### src/rtl/somatorio_pkg.sv
// rtl/somatorio_pkg.sv - shared state encoding and step constants for the summation unit
package somatorio_pkg;

  typedef enum logic [1:0] {
    OCIOSO        = 2'b00,
    CARREGA_TESTA = 2'b01,
    SOMA          = 2'b10,
    FIM           = 2'b11
  } estado_t;

  localparam logic [1:0] PASSO_UM   = 2'd1;
  localparam logic [1:0] PASSO_DOIS = 2'd2;

endpackage

### src/rtl/somatorio_dp.sv
// rtl/somatorio_dp.sv - down-counter, accumulator, carry adder and zero detect
module somatorio_dp
  import somatorio_pkg::*;
#(
  parameter int WIDTH     = 8,
  parameter int ACC_WIDTH = 16
) (
  input  logic                 ck,
  input  logic                 reset,
  input  logic                 set,
  input  logic                 dec,
  input  logic                 cac,
  input  logic                 clr_ovf,
  input  logic [WIDTH-1:0]     n,
  input  logic                 passo_dois,
  output logic                 zero,
  output logic                 carry,
  output logic [ACC_WIDTH-1:0] resultado,
  output logic                 overflow
);

  logic [WIDTH-1:0] contador;
  logic [1:0]       passo;
  logic [WIDTH-1:0] passo_ext;
  logic [ACC_WIDTH:0] soma_ext;

  assign passo_ext = WIDTH'(passo);
  assign soma_ext  = {1'b0, resultado} + (ACC_WIDTH + 1)'(contador);
  assign carry     = soma_ext[ACC_WIDTH];
  assign zero      = (contador == '0);

  always_ff @(posedge ck or posedge reset) begin
    if (reset) begin
      contador  <= '0;
      passo     <= PASSO_UM;
      resultado <= '0;
      overflow  <= 1'b0;
    end else begin
      if (set) begin
        contador  <= n;
        passo     <= passo_dois ? PASSO_DOIS : PASSO_UM;
        resultado <= '0;
      end
      if (clr_ovf)
        overflow <= 1'b0;
      // on a carry the accumulator keeps the last sum that still fitted
      if (cac) begin
        if (carry)
          overflow <= 1'b1;
        else
          resultado <= soma_ext[ACC_WIDTH-1:0];
      end
      // saturate at zero so the counter never wraps
      if (dec)
        contador <= (contador < passo_ext) ? '0 : contador - passo_ext;
    end
  end

endmodule

### src/rtl/somatorio_param.sv
// rtl/somatorio_param.sv - iterative summation unit: control FSM plus datapath
module somatorio_param
  import somatorio_pkg::*;
#(
  parameter int WIDTH     = 8,
  parameter int ACC_WIDTH = 16
) (
  input  logic                 ck,
  input  logic                 reset,
  input  logic                 inicio,
  input  logic [WIDTH-1:0]     n,
  input  logic                 passo_dois,
  output logic                 pronto,
  output logic                 ocupado,
  output logic                 overflow,
  output logic [ACC_WIDTH-1:0] resultado
);

  estado_t estado, proximo;
  logic set, dec, cac, clr_ovf;
  logic zero, carry;

  somatorio_dp #(.WIDTH(WIDTH), .ACC_WIDTH(ACC_WIDTH)) u_dp (
    .ck        (ck),
    .reset     (reset),
    .set       (set),
    .dec       (dec),
    .cac       (cac),
    .clr_ovf   (clr_ovf),
    .n         (n),
    .passo_dois(passo_dois),
    .zero      (zero),
    .carry     (carry),
    .resultado (resultado),
    .overflow  (overflow)
  );

  always_ff @(posedge ck or posedge reset) begin
    if (reset)
      estado <= OCIOSO;
    else
      estado <= proximo;
  end

  always_comb begin
    proximo = estado;
    set     = 1'b0;
    dec     = 1'b0;
    cac     = 1'b0;
    clr_ovf = 1'b0;
    case (estado)
      OCIOSO: begin
        if (inicio) begin
          set     = 1'b1;
          clr_ovf = 1'b1;
          proximo = CARREGA_TESTA;
        end
      end
      CARREGA_TESTA: proximo = zero ? FIM : SOMA;
      SOMA: begin
        cac     = 1'b1;
        dec     = ~carry;
        proximo = carry ? FIM : CARREGA_TESTA;
      end
      FIM:     proximo = OCIOSO;
      default: proximo = OCIOSO;
    endcase
  end

  assign pronto  = (estado == OCIOSO) || (estado == FIM);
  assign ocupado = ~pronto;

endmodule

### config.mk
export PLATFORM = sky130hd
export DESIGN_NAME = somatorio_param
export DESIGN_NICKNAME = d
export VERILOG_FILES = /design/src/rtl/somatorio_pkg.sv /design/src/rtl/somatorio_dp.sv /design/src/rtl/somatorio_param.sv
export SDC_FILE = /design/constraint.sdc
export NUM_CORES = 1
export LEC_CHECK = 0
export ABC_AREA = 1
export CAP_MARGIN = 25
export CORE_AREA = 2 2 95 97
export CTS_BUF_LIST = sky130_fd_sc_hd__clkbuf_16
export CTS_CLUSTER_DIAMETER = 50
export DETAILED_ROUTE_END_ITERATION = 7
export DIE_AREA = 0 0 97 99
export GPL_TIMING_DRIVEN = 0
export PLACE_DENSITY = 0.43
export SLEW_MARGIN = 5
export SYNTH_ARGS = -nofsm -noshare
export SYNTH_HDL_FRONTEND = slang
export SYNTH_SLANG_ARGS = --single-unit
### constraint.sdc
create_clock -name ck -period 2.6 [get_ports ck]
set_input_delay 0.26 -clock ck [delete_from_list [all_inputs] [get_ports ck]]
set_output_delay 0.26 -clock ck [all_outputs]
set_load 0.03 [all_outputs]
==> metrics.md <==
| Metric | Value |
|---|---|
| Die width | `97 um` |
| Crit path max fanout | `10` |
| Die Span Y | `99 um` |
| RSZ-0062 raised after global routing | `false` |
| Clk slew on worst S/H paths | `0.05 ns` |
| Max stage delay on crit path | `0.42 ns` |
| Dpl ws | `0.4089 ns` |
| First drt pass iteration count | `4` |
| Mapped Cells | `277` |
| Ports | `31` |
| Core Footprint | `0.008551 mm^2` |
| Routed vias/inst | `4.349` |
| Combinational power share | `0.592` |
| Achievable frequency | `451.4 MHz` |
| Fin util | `0.3159` |
| Critical Path RT | `2.77 ns` |
| Yosys warns | `0` |
| Filler Cell Count | `922` |
| Mean area per synthesized cell | `7.589 um^2` |
| Vias in the first global route | `1975` |
| Clock Tree Root | `clkbuf_16` |
| Final Hold Violating Endpoints | `0` |
| Slew @ Worst Pin | `0.5977 ns` |
| Critical Path AT | `2.39 ns` |
| Cts hold-fix bufs | `0` |
| WL/cell | `12.99 um` |
| Tcrit/Tclk final | `0.8520` |
| Syn Std Cell Area | `0.002102 mm^2` |
| Via Count | `1844` |
| CP max stage cell | `dfrtp_1` |
| Synth Net Count | `305` |
| Layout Cells excl Fill | `424` |
| WS Path Type | `flop to flop` |
| P_int | `0.001792 W` |
| Minimum clock period | `2.215 ns` |
| CTS tree | `built` |
| NetSw | `0.001642 W` |
| Worst Setup End Kind | `flop` |
| GRT Overall Usage | `0.1261` |
| Synth area leader | `dfrtp_1` |
| CTS max path bufs | `2` |
| Port bufs | `30` |
| GPL Wtd Cong | `0.8017` |
| Buffers plus inverters on the worst setup path | `1` |
| Reg power frac | `0.250` |
| Initial DRC Count | `44` |
| Critical Path Source Type | `flop` |
| Share of layout cells above drive strength 1 | `0.1171` |
| Register bit total from synthesis | `29` |
| Worst path cell trace | `ha_1, fa_1, nand2_1, nand2_1, nand3_2, nand2_4, a21oi_4, buf_4, nand2_1, o21ai_0` |
| Yosys cell types | `33` |
| Clk_lat worst skew | `0.27 ns` |
| Post-DP HPWL | `4.255 mm` |
| Switch share | `0.4782` |
| Std-Cell Rows | `34` |
| Fin nets | `343` |
| Clock network power share | `0.158` |
| Placed insts | `416` |
| Critical R2R Launch | `u_dp.contador[0]` |
| Power per cell area | `1271 mW/mm^2` |
| Clock skew | `0.005070 ns` |
| Final Worst Setup Slack | `0.3848 ns` |
| DRC viols | `0` |
| Delay-heaviest family, CP | `adder cells` |
| Synth area leaders | `dfrtp_1 33%, nand2_1 15%, ha_1 8.3%, inv_1 6.4%, nand3_1 5.2%` |
| Setup Fix Bufs, Post-CTS | `0` |
| Most Frequent Cell on Critical Path | `nand2_1` |
| Number of routed nets with antenna violations | `0` |
| H-Tree Depth | `2` |
| Worst min-delay path class | `primary input to async pin` |
| CTS buffer count | `5` |
| Die area | `0.009603 mm^2` |
| Post-Route WL | `5.506 mm` |
| # setup viols final | `0` |
| Gr ovfl total | `0` |
| Largest net degree at the start of global routing | `18` |
| Post-synth top area share | `0.3333` |
| Initial antenna violation count | `0` |
| Max IR drop VDD | `0.0004307 V` |
| Setup_tns | `0 ns` |
| Max-slew violations | `0` |
| Post-CTS Resized | `0` |
| Layout Area Growth over Synthesis | `28.51%` |
| CP Launch Point | `u_dp.contador[0]` |
| # clock sinks | `29` |
| Worst slew margin | `0.6011` |
| First-pass GRT wire length | `9.791 mm` |
| # diodes | `0` |
| Max cap viols | `0` |
| Seq/Total Area, Yosys | `0.3458` |
| Starting Density | `0.2458` |
| Status | `completed` |
| Pleak | `1.338 nW` |
-- per-layer routing --
metal | global-route usage | routed length [um] | up-vias
met3 | 0.02482 | 137 | 4
met4 | 0.02925 | 39 | 0
met1 | 0.1678 | 2799 | 846
met5 | 0 | 0 | -
met2 | 0.2121 | 2530 | 30
li1 | - | - | 964
-- power groups by stage --
stage               Sequential, W  Combinational [W]  Clock (W)
global route             0.000892            0.00229   0.000583
CTS                      0.000863            0.00207   0.000563
floorplan                0.000962            0.00135          0
detailed placement       0.000870            0.00205          0
global placement         0.000869            0.00203          0
finish                   0.000857            0.00203   0.000542
-- kinds of logic (layout without fill, tap and decap cells) --
kind of cell | count (synthesis) | count (layout) | share of synthesized area
adder cells (fa/ha/maj) | 16 | 16 | 0.1024
XOR/XNOR | 9 | 9 | 0.03750
buffers and inverters | 41 | 80 | 0.08690
AND/OR/NAND/NOR | 156 | 156 | 0.3542
flip-flops | 29 | 29 | 0.3458
AO/OA/AOI/OAI | 26 | 26 | 0.07322
-- through the flow --
stage	instance area (um^2)	power (W)	hold slack, ns
after global routing	2701	0.003765	0.4299
after detailed placement	2565	0.002923	0.4770
after floorplan	2102	0.002314	0.3374
after CTS	2701	0.003492	0.3791
final	2701	0.003434	0.3518
after global placement	2537	0.002901	0.4774
-- area by class of cell --
cell class | instances | area, um^2 | share of cell area
flip-flops and latches | 29 | 726.9 | 0.2691
well taps | 108 | 135.1 | 0.05002
repair buffers | 31 | 327.8 | 0.1214
multi-input cells | 207 | 1192 | 0.4414
inverters | 38 | 147.6 | 0.05466
clock buffers | 5 | 125.1 | 0.04632
plain buffers | 3 | 35.03 | 0.01297
clock inverters | 3 | 11.26 | 0.004169
-- final timing paths --
kind | endpoint | slack [ns] | cells after the start
setup / recovery | u_dp.resultado[12] | 0.38 | 10
hold / removal | u_dp.resultado[14] | 0.35 | 2
setup reg to reg | u_dp.resultado[12] | 0.38 | 10
hold reg to reg | u_dp.overflow | 0.48 | 2
max in group asynchronous | u_dp.passo[0] | 1.66 | 3
min in group ck | u_dp.overflow | 0.48 | 2
-- placed cells by master (no fill, tap or decap) --
master / n
and3_1: 1
a21oi_4: 1
clkinv_1: 1
dfrtp_1: 28
clkbuf_16: 5
buf_12: 1
a21oi_2: 1
inv_2: 1
nand3b_1: 2
nor2_4: 1
buf_4: 2
nor4_1: 1
or2_2: 2
a31oi_1: 2
o21a_1: 1
nor2_2: 1
clkdlybuf4s50_1: 30
o21ai_2: 1
ha_1: 14
xnor2_1: 3
nor3_1: 2
or2_1: 1
buf_16: 1
nand2_4: 4
inv_1: 38
xor2_1: 6
nor2_1: 16
fa_1: 2
nand3_2: 5
nand3_1: 22
inv_6: 1
o21ai_0: 14
nand4_1: 6
nand2_2: 9
nand2_1: 83
dfstp_2: 1
a21oi_1: 6
-- state kept, by name (all words and copies together), names as in the netlist --
signal	cells
u_dp.overflow	1
u_dp.passo	2
u_dp.resultado	16
estado	2
u_dp.contador	8
-- cells in the mapped netlist --
library cell and count:
nand2_2 9, a21oi_4 1, inv_6 1, and3_1 1
xnor2_1 3, inv_1 36, buf_4 2, o21ai_0 14
o21a_1 1, inv_2 1, dfstp_2 1, nand2_1 83
nand4_1 6, o21ai_2 1, or2_1 1, nor4_1 1
dfrtp_1 28, nor2_2 1, nand3_2 5, fa_1 2
buf_12 1, nand3_1 22, or2_2 2, nand3b_1 2
a21oi_1 6, a31oi_1 2, nor3_1 2, ha_1 14
nor2_4 1, xor2_1 6, nand2_4 4, a21oi_2 1
nor2_1 16
Note: power is estimated with default switching activity, not from simulation.
